## src/rtl/sync_fifo_pkg.sv

```systemverilog
// Shared FIFO constants: default geometry and the pointer/count width rules
// used by both the control logic and the storage block.
package sync_fifo_pkg;

    localparam int DEF_WIDTH = 8;
    localparam int DEF_DEPTH = 8;

    function automatic int ptr_bits(input int depth);
        return $clog2(depth);
    endfunction

    // count must be able to hold DEPTH itself, hence depth+1
    function automatic int cnt_bits(input int depth);
        return $clog2(depth + 1);
    endfunction

endpackage

```

## src/rtl/fifo_mem.sv

```systemverilog
// FIFO storage: one write port, one registered read port, no reset.
// rdata holds its value in cycles without a read.
module fifo_mem
    import sync_fifo_pkg::*;
#(
    parameter int WIDTH = DEF_WIDTH,
    parameter int DEPTH = DEF_DEPTH,
    localparam int AW   = ptr_bits(DEPTH)
) (
    input  logic             clk,
    input  logic             we,
    input  logic [AW-1:0]    waddr,
    input  logic [WIDTH-1:0] wdata,
    input  logic             re,
    input  logic [AW-1:0]    raddr,
    output logic [WIDTH-1:0] rdata
);

    logic [WIDTH-1:0] mem [DEPTH];

    always_ff @(posedge clk) begin
        if (we) mem[waddr] <= wdata;
        if (re) rdata <= mem[raddr];
    end

endmodule

```

## src/rtl/sync_fifo.sv

```systemverilog
// Synchronous FIFO control: pointers, occupancy count, registered flags and
// overflow/underflow pulses around a fifo_mem storage block.
module sync_fifo
    import sync_fifo_pkg::*;
#(
    parameter int WIDTH = DEF_WIDTH,
    parameter int DEPTH = DEF_DEPTH,
    localparam int PW   = ptr_bits(DEPTH),
    localparam int CW   = cnt_bits(DEPTH)
) (
    input  logic             clk,
    input  logic             rst,
    input  logic             wr_en,
    input  logic [WIDTH-1:0] din,
    input  logic             rd_en,
    output logic [WIDTH-1:0] dout,
    output logic             full,
    output logic             empty,
    output logic [CW-1:0]    count,
    output logic             ovf,
    output logic             unf
);

    logic [PW-1:0]    wr_ptr, rd_ptr;
    logic [CW-1:0]    count_nxt;
    logic [WIDTH-1:0] rd_data;
    logic             wr_acc, rd_acc;
    logic             dout_clr;

    assign wr_acc    = wr_en && !full;
    assign rd_acc    = rd_en && !empty;
    assign count_nxt = count + CW'(wr_acc) - CW'(rd_acc);

    always_ff @(posedge clk) begin
        if (rst) begin
            wr_ptr   <= '0;
            rd_ptr   <= '0;
            count    <= '0;
            full     <= 1'b0;
            empty    <= 1'b1;
            ovf      <= 1'b0;
            unf      <= 1'b0;
            dout_clr <= 1'b1;
        end else begin
            // power-of-two depth: pointers wrap naturally at DEPTH-1 -> 0
            if (wr_acc) wr_ptr <= wr_ptr + PW'(1);
            if (rd_acc) rd_ptr <= rd_ptr + PW'(1);
            if (rd_acc) dout_clr <= 1'b0;
            count <= count_nxt;
            full  <= (count_nxt == CW'(DEPTH));
            empty <= (count_nxt == '0);
            ovf   <= wr_en && full;
            unf   <= rd_en && empty;
        end
    end

    // The storage read register has no reset, so dout reads as zero until
    // the first read after reset refreshes it.
    assign dout = dout_clr ? '0 : rd_data;

    fifo_mem #(
        .WIDTH (WIDTH),
        .DEPTH (DEPTH)
    ) u_mem (
        .clk   (clk),
        .we    (wr_acc && !rst),
        .waddr (wr_ptr),
        .wdata (din),
        .re    (rd_acc && !rst),
        .raddr (rd_ptr),
        .rdata (rd_data)
    );

endmodule

```

## config.mk

```make
export PLATFORM = sky130hd
export DESIGN_NAME = sync_fifo
export DESIGN_NICKNAME = d
export VERILOG_FILES = /design/src/rtl/sync_fifo_pkg.sv /design/src/rtl/fifo_mem.sv /design/src/rtl/sync_fifo.sv
export SDC_FILE = /design/constraint.sdc
export NUM_CORES = 1
export LEC_CHECK = 0
export ABC_AREA = 1
export CORE_UTILIZATION = 46
export DETAILED_ROUTE_END_ITERATION = 7
export HOLD_SLACK_MARGIN = 0.15
export PLACE_DENSITY = 0.65
export RECOVER_POWER = 100
export SETUP_SLACK_MARGIN = 0.3
export SLEW_MARGIN = 20
export SYNTH_ARGS = -nofsm -noshare
export SYNTH_HDL_FRONTEND = slang
export SYNTH_SLANG_ARGS = --single-unit
```

## constraint.sdc

```tcl
create_clock -name clk -period 6.2 [get_ports clk]
set_clock_uncertainty 0.05 [all_clocks]
set_input_delay 1.86 -clock clk [delete_from_list [all_inputs] [get_ports clk]]
set_output_delay 1.86 -clock clk [all_outputs]
set_load 0.02 [all_outputs]
```

Yosys cells after proc, flatten, opt, wreduce, memory -nomap -nowiden:

Memory sizes are Yosys's and may differ from the RTL's. A register that Yosys moved wholly into a read port is not among the register bits.
Index checks and enable logic that the tools add are counted.

* RAM bits: 64
* bits of input ports: 12
* flip-flop bits (word level): 15
* memory bits (read-only): 0
* memories: 1
* word-level logic and storage cells: 27
* latch bits: 0
* output and inout port bits: 16

* $mul: 0
* equal/unequal tests: 1
* reduce and logical (&&, ||, !) cells: 10
* add/subtract/negate cells: 4
* magnitude comparators: 0
* divide/modulo/power cells: 0
* bitwise logic cells: 0
* multiplexer cells: 3
* shifts and indexed selects: 0

Memory list
* u_mem.mem: depth 8, width 8, read ports 1, clocked after Yosys merged registers in 1, write ports 1, line fifo_mem.sv:19 `logic [WIDTH-1:0] mem [DEPTH];`

Operator list (number)
* $mux 8: 1
* $add 3x1->3 const B: 2
* $logic_and 1x1->1: 6
* $add 4x1->4: 1
* $eq 4x4->1 const B: 1
* $logic_not 4->1: 1
* $sub 4x1->4: 1
* $logic_not 1->1: 3
* $mux 1: 2

Logic depth before layout (Yosys ltp):

Gate-level depths: netlist of the first run.

* depth in word-level cells: 5
* gate-level depth with buffers: 12
* mapped depth without buffers: 12

Hierarchy:

From an unflattened synthesis of the first run, not the netlist that was laid out.

* cells, all modules: 404
* area total of the unflattened synthesis: 3872.5 sq um

Modules (own cells, without submodules)
* fifo_mem: instances 1, seq. area each 2162.1 sq um, area each 3130.5 sq um, cells each 303
* sync_fifo: instances 1, seq. area each 300.3 sq um, area each 742.0 sq um, cells each 101

Least setup slack after synthesis of the first run:

No wires, ideal clock.

* path type: input -> register
* start point: input port rd_en
* end point: register empty
* data arrival time: 3.322 ns
* slack: 2.758 ns
* buffers on the path: 0
* data required time: 6.080 ns
* stages on the path: 9
* setup time: 0.070 ns
* path through: nand2_1 -> inv_1 -> ha_1 -> inv_1 -> ha_1 -> fa_1 -> xnor2_1 -> nand3_1 -> o21bai_1

* word-level cells in the longest chain between the ends: 3

Ends and longest elaborated chain
* start, declared: line sync_fifo.sv:15 `input logic rd_en,`
* $logic_and 1x1->1: line sync_fifo.sv:31 `assign rd_acc = rd_en && !empty;`
* via rd_acc: line sync_fifo.sv:27 `logic wr_acc, rd_acc;`
* $sub 4x1->4: line sync_fifo.sv:32 `assign count_nxt = count + CW'(wr_acc) - CW'(rd_acc);`
* $logic_not 4->1: line sync_fifo.sv:51 `empty <= (count_nxt == '0);`
* end signal, assigned: line sync_fifo.sv:51
* end, declared: line sync_fifo.sv:18 `output logic empty,`

The timed path passes the listed nets, and every way through them passes these cells.
A chain may end at the register's enable or synchronous reset.

Worst setup path after layout of the first run:

* start point: input port wr_en
* end point: memory u_mem.mem[6][4] (netlist name) (enable)

* word-level cells in the longest chain between the ends: 4

Ends and longest elaborated chain
* start, declared: line sync_fifo.sv:13 `input logic wr_en,`
* $logic_and 1x1->1: line sync_fifo.sv:30 `assign wr_acc = wr_en && !full;`
* $logic_and 1x1->1: line sync_fifo.sv:66 `.we (wr_acc && !rst),`
* $mux 1: line fifo_mem.sv:22 `if (we) mem[waddr] <= wdata;`
* $mux 1 (implied by the code): line fifo_mem.sv:22
* end, declared: line fifo_mem.sv:19

Every way passes these cells.

==> qor.yml, run 1 <==
cells_and_area:
  antenna_cells: 0
  layout.nets: 364
  drive_gt1_share_pct: 4.86
  nFillCells: 617
  post-route-cell-area_sq_um: 4020
  areaGrowthSynthToFinish_pct: 13.8
sta:
  final_hold_viol_count: 0
  setup_ws_ns: 2.38
  rsz0062_at_grt: "false"
  tns_ns: 0
  worst_hold_slack_ns: 0.404
  relSlewSlack_pct: 22.7
  finalCritPeriodShare_pct: 61.6
  max_freq_mhz: 262
  maxSlewViolCount: 0
  worst_pin_slew_ns: 1.15
  min_period_ns: 3.82
  finalSetupViolCount: 0
setup_path:
  cp_slowest_cell: "nor3_1"
  cp_num_buf_inv: 2
  cp.required_ns: 6.11
  crit_family: "simple AND/OR/NAND/NOR gates"
  cp-end-kind: "register"
  crit_chain: "dlygate4sd3_1, nand2_1, nor2_1, inv_1, nor3_1"
  worstPathArrival_ns: 3.73
  start_kind: "input port"
  critPathMaxStageDelay_ns: 0.89
  critical_path_class: "in -> reg"
  cp_max_fo: 8
yosys:
  synth_nets: 337
  yosys.area.top_type: "edfxtp_1"
  avgSynthCellArea_sq_um: 11.1
  synth_area_leaders: "edfxtp_1 (61%), dfxtp_1 (8.5%), nor2_1 (7.4%)"
  syn_inst: 318
  ys_warn_count: 0
  yosys.area.top_type_share_pct: 61.3
  synth_seq_cells: 87
  synth_cell_types: 22
  yosysSeqAreaShare_pct: 69.8
  syn_area_sq_um: 3530
floorplan:
  initial_core_util_pct: 48.1
  die_area_sq_um: 8030
  rows: 31
  io_pins: 28
  core_area_sq_um: 7330
  die_x_um: 89.6
  die_h_um: 89.6
placement:
  dp_slack_ns: 2.03
  dpl_cell_area_sq_um: 3850
  dpl.hpwl_um: 4100
  io_buffers: 27
  gp_congestion: 0.782
grt:
  grt-ovfl-total: 0
  antenna_found_initial: 0
  grt_pass1_vias: 2038
  grt_pass1_wl_um: 9850
  grt_usage_pct: 17.1
  grt_max_degree: 35
detailed_routing:
  via_per_inst: 4.88
  drc: 0
  dr.pass1.iters: 4
  ant_nets: 0
  via_count: 2193
  drt_iter0_drc: 104
  drt_wl_total_um: 6030
  post_drt_wl_per_cell_um: 13.4
clock_network:
  root_buffer: "clkbuf_8"
  postCtsHoldBufs: 0
  tritoncts.num_buffers: 9
  clk_pin_slew_ns: 0.09
  post_cts_buffers: 0
  cts_max_path_buffers: 2
  clk_latency_ns: 0.34
  cts_tree: "done"
  htreeDepth: 3
  ctsResizeCount: 0
  cts.sinks: 87
power:
  total_power_mw: 1.41
  p_per_area_nw_per_um2: 350
  leakage_nw: 1.51
  ir_drop_v: 0.000215
worst_hold_path:
  worstHoldPathType: "reg -> reg"
run:
  maxCapViolCount: 0
outcome:
  status: "completed"
routing by layer:
layer  share of wire, %  up-vias  wire length (um)  track usage [%]
li1                   -     1128                 -                -
met1                 48     1002              2890             24.8
met2                 46       61              2800             25.2
met3                5.2        2               314             3.29
met4               0.43        0                26             7.79
met5                  0        -                 0                0
Yosys cell counts:
cell,n
ha_1,6
nand2_1,44
nor3_1,5
inv_1,26
buf_6,3
buf_2,5
o21bai_1,1
o21ai_0,28
fa_1,1
edfxtp_1,72
a21oi_1,5
inv_2,1
clkinv_1,1
buf_4,1
clkbuf_1,1
clkbuf_2,2
dfxtp_1,15
nand3_1,4
nor3b_1,1
xnor2_1,1
nor2_1,70
o21ai_1,25
stage by stage:
stage          cells  util [%]
2_1_floorplan    318         -
3_3_place_gp     433      52.5
3_5_place_dp     433      52.5
4_1_cts          449      54.8
5_1_grt          449      54.8
6_report         449      54.8
registers in the layout, summed over array words and instances, names as in the netlist:
| register | cells |
|---|---|
| empty | 1 |
| full | 1 |
| rd_ptr | 3 |
| unf | 1 |
| dout_clr | 1 |
| count | 4 |
| u_mem.mem | 64 |
| ovf | 1 |
| u_mem.rdata | 8 |
| wr_ptr | 3 |
worst reg2reg max path: stages (launching register included):
cell	delay, ns
dfxtp_1	0.33
inv_1	0.05
nand2_1	0.14
nor2_1	0.17
inv_1	0.11
nor3_1	0.89
worst paths after layout:
path	start	to	slack (ns)	depth (start not counted)
worst min-delay path	empty$_SDFF_PP1_	unf$_SDFF_PP0_	0.40	2
worst max register to register	full$_SDFF_PP0_	u_mem.mem[6][4]$_DFFE_PP_	4.08	5
worst max-delay path	wr_en	u_mem.mem[6][4]$_DFFE_PP_	2.38	5
worst min register to register	empty$_SDFF_PP1_	unf$_SDFF_PP0_	0.40	2
cell families after synthesis:
family | count (synthesis) | synth area share, %
compound gates | 59 | 8.44
fa+ha+maj | 7 | 2.69
flops | 87 | 69.8
simple gates | 124 | 13.6
xor+xnor | 1 | 0.248
buf+inv | 40 | 5.25
placed cells by master, fill, tap and decap left out, types with 3 or more instances in the layout:
cell and n:
edfxtp_1 72, nor2_1 70, nand2_1 44, o21ai_0 33
inv_1 26, dlygate4sd3_1 26, o21ai_1 20, dfxtp_1 15
clkbuf_8 9, ha_1 6, nor3_1 5, a21oi_1 5
nand3_1 4, clkinv_2 3
report_power, final:
| group | internal (mW) | total, mW | leakage [nW] | switching [mW] |
|---|---|---|---|---|
| registers | 0.688 | 0.725 | 0.775 | 0.0371 |
| logic | 0.128 | 0.343 | 0.651 | 0.216 |
| clock network | 0.144 | 0.337 | 0.0824 | 0.193 |
| total | 0.960 | 1.41 | 1.51 | 0.446 |
layout make-up:
| class | instances | area [sq um] | area share, % |
|---|---|---|---|
| multi-input combinational | 191 | 882 | 22.0 |
| inverter | 28 | 105 | 2.62 |
| tap | 99 | 124 | 3.09 |
| timing repair buffer | 28 | 278 | 6.92 |
| clock buffer | 10 | 128 | 3.18 |
| clock inverter | 6 | 36.3 | 0.904 |
| sequential | 87 | 2460 | 61.3 |
No activity file was read; power rests on OpenSTA's default activity.
==> run 2, diff against run 1 <==
- clock period: 6.2 -> 3.7 ns (I/O delays scaled with it)
==> qor.yml, run 2 (synthesized netlist as in run 1, its figures left out) <==
outcome:
  status: "completed"
power:
  combPwrFrac_pct: 23.9  # -0.5 points
  pwr-share-clk_pct: 25.9  # +1.9 points
  p_per_area_nw_per_um2: 594  # +70%
  leakage_nw: 1.54  # +1.9%
  p_int_mw: 1.68  # +75%
  p_switching_mw: 0.748  # +68%
  ir_drop_v: 0.000274  # +27%
  switching_share_pct: 30.8  # -0.91 points
  total_power_mw: 2.43  # +73%
  p_seq_share_pct: 50.2  # -1.4 points
worst_hold_path:
  hold-path-cell-count: 2  # unchanged
  hold_start: "empty$_SDFF_PP1_"
  min_to: "unf$_SDFF_PP0_"
  worstHoldPathType: "reg -> reg"
setup_path:
  crit_top_cell: "ha_1"
  crit_family: "adder cells"
  cp.required_ns: 3.93  # -2.18 ns
  start_kind: "input port"
  reg2reg_to: "empty$_SDFF_PP1_"
  r2r-start: "empty$_SDFF_PP1_"
  cp-end-kind: "register"
  crit_chain: "dlygate4sd3_1, nand2_1, ha_1, inv_1, ha_1, fa_1, xnor2_1, nand3_1, o21bai_1"
  cp_slowest_cell: "dlygate4sd3_1"
  critPathMaxStageDelay_ns: 0.55  # -0.34 ns
  cp_max_fo: 8  # unchanged
  rrSetupSlack_ns: 1.59  # -2.49 ns
  worstPathArrival_ns: 3.21  # -0.52 ns
  cp_num_buf_inv: 2  # unchanged
  reg2reg_depth: 10  # +5
  critical_path_class: "in -> reg"
cells_and_area:
  reg_top3: "u_mem.mem: 64 flops, u_mem.rdata: 8 flops, count: 4 flops"
  antenna_cells: 0  # unchanged
  areaGrowthSynthToFinish_pct: 15.7
  layout_common_cells: "edfxtp_1 (72), nor2_1 (70), nand2_1 (44)"
  layout.nets: 375  # +3.0%
  largest_reg_flops: 64  # unchanged
  layout_commonest_cell: "edfxtp_1"
  drive_gt1_share_pct: 4.43  # -0.43 points
  final_core_util_pct: 55.7  # +0.92 points
  largest-register: "u_mem.mem"
detailed_routing:
  drt_iter0_drc: 114  # +9.6%
  post_drt_wl_per_cell_um: 13.9  # +3.9%
  via_count: 2286  # +4.2%
  drc: 0  # unchanged
  dr.pass1.iters: 5  # +1
  via_per_inst: 4.97  # +1.7%
  ant_nets: 0  # unchanged
  drt_wl_total_um: 6410  # +6.5%
floorplan:
  io_pins: 28  # unchanged
  die_h_um: 89.6  # unchanged
  core_area_sq_um: 7330  # unchanged
  rows: 31  # unchanged
  die_area_sq_um: 8030  # unchanged
  die_x_um: 89.6  # unchanged
  initial_core_util_pct: 48.1  # unchanged
sta:
  rsz0062_at_grt: "false"
  relSlewSlack_pct: 30.3  # +7.7 points
  setup_ws_ns: 0.716  # -1.66 ns
  final_hold_viol_count: 0  # unchanged
  worst_pin_slew_ns: 1.04  # -0.107 ns
  worst_hold_slack_ns: 0.391  # -0.0131 ns
  finalSetupViolCount: 0  # unchanged
  maxSlewViolCount: 0  # unchanged
  finalCritPeriodShare_pct: 80.6
  tns_ns: 0  # unchanged
  max_freq_mhz: 335
  min_period_ns: 2.98
placement:
  io_buffers: 27  # unchanged
  gp_congestion: 0.774  # -1.1%
  dp_slack_ns: 0.413  # -1.62 ns
  dpl.hpwl_um: 4050  # -1.3%
clock_network:
  root_buffer: "clkbuf_8"
  cts_max_path_buffers: 2  # unchanged
  htreeDepth: 3  # unchanged
  cts.sinks: 87  # unchanged
  clk_latency_ns: 0.35  # about the same
  cts_tree: "done"
  ctsResizeCount: 0  # unchanged
  postCtsHoldBufs: 0  # unchanged
  clk_pin_slew_ns: 0.08  # about the same
  post_cts_buffers: 0  # unchanged
  tritoncts.num_buffers: 9  # unchanged
grt:
  antenna_found_initial: 0  # unchanged
  grt_pass1_vias: 2097  # +2.9%
  grt_pass1_wl_um: 10000  # +1.7%
  grt_max_degree: 35  # unchanged
  grt-ovfl-total: 0  # unchanged
  grt_usage_pct: 17.8  # +0.71 points
run:
  maxCapViolCount: 0  # unchanged
-- run 2: power groups by stage --
stage | clock, mW | combinational [mW] | sequential [mW]
2_1_floorplan | 0 | 0.406 | 1.25
3_3_place_gp | 0 | 0.591 | 1.24
3_5_place_dp | 0 | 0.607 | 1.24
4_1_cts | 0.638 | 0.610 | 1.22
5_1_grt | 0.684 | 0.667 | 1.23
6_report | 0.628 | 0.581 | 1.22
-- run 2: worst max-delay path by stage --
stage / from / to / slack [ns] / cells past startpoint
2_1_floorplan: rd_en / empty$_SDFF_PP1_ / 1.01 / 9
3_3_place_gp: rd_en / empty$_SDFF_PP1_ / 0.46 / 10
3_5_place_dp: wr_en / empty$_SDFF_PP1_ / 0.41 / 9
4_1_cts: rd_en / empty$_SDFF_PP1_ / 0.77 / 10
5_1_grt: wr_en / empty$_SDFF_PP1_ / 0.57 / 9
6_report: wr_en / empty$_SDFF_PP1_ / 0.72 / 9
-- run 2: per-stage QoR --
stage / instance area [sq um] / cells
4_1_cts: 4120 / 460
3_5_place_dp: 3930 / 444
6_report: 4080 / 460
2_1_floorplan: 3530 / 318
5_1_grt: 4080 / 460
3_3_place_gp: 3930 / 444
-- run 2: area by class of cell --
class,count,area [sq um]
well taps,99,124
inverters,28,105
clock buffers,10,128
multi-input cells,191,882
repair buffers,39,319
clock inverters,6,61.3
fillers,613,3250
flip-flops and latches,87,2460
-- run 2: worst reg2reg max path: stages (launching register included) --
cell	delay, ns
dfxtp_1	0.34
inv_1	0.04
nand2_1	0.14
inv_1	0.11
ha_1	0.28
inv_1	0.04
ha_1	0.19
fa_1	0.38
xnor2_1	0.20
nand3_1	0.12
o21bai_1	0.14
-- run 2: metal layers --
| metal | part of all wire [%] | routed length (um) | GRT usage [%] | vias to the layer above |
|---|---|---|---|---|
| li1 | - | - | - | 1145 |
| met1 | 45 | 2870 | 22.0 | 1078 |
| met2 | 50 | 3210 | 30.7 | 61 |
| met3 | 4.9 | 312 | 4.75 | 2 |
| met4 | 0.33 | 21 | 5.63 | 0 |
| met5 | 0 | 0 | 0 | - |
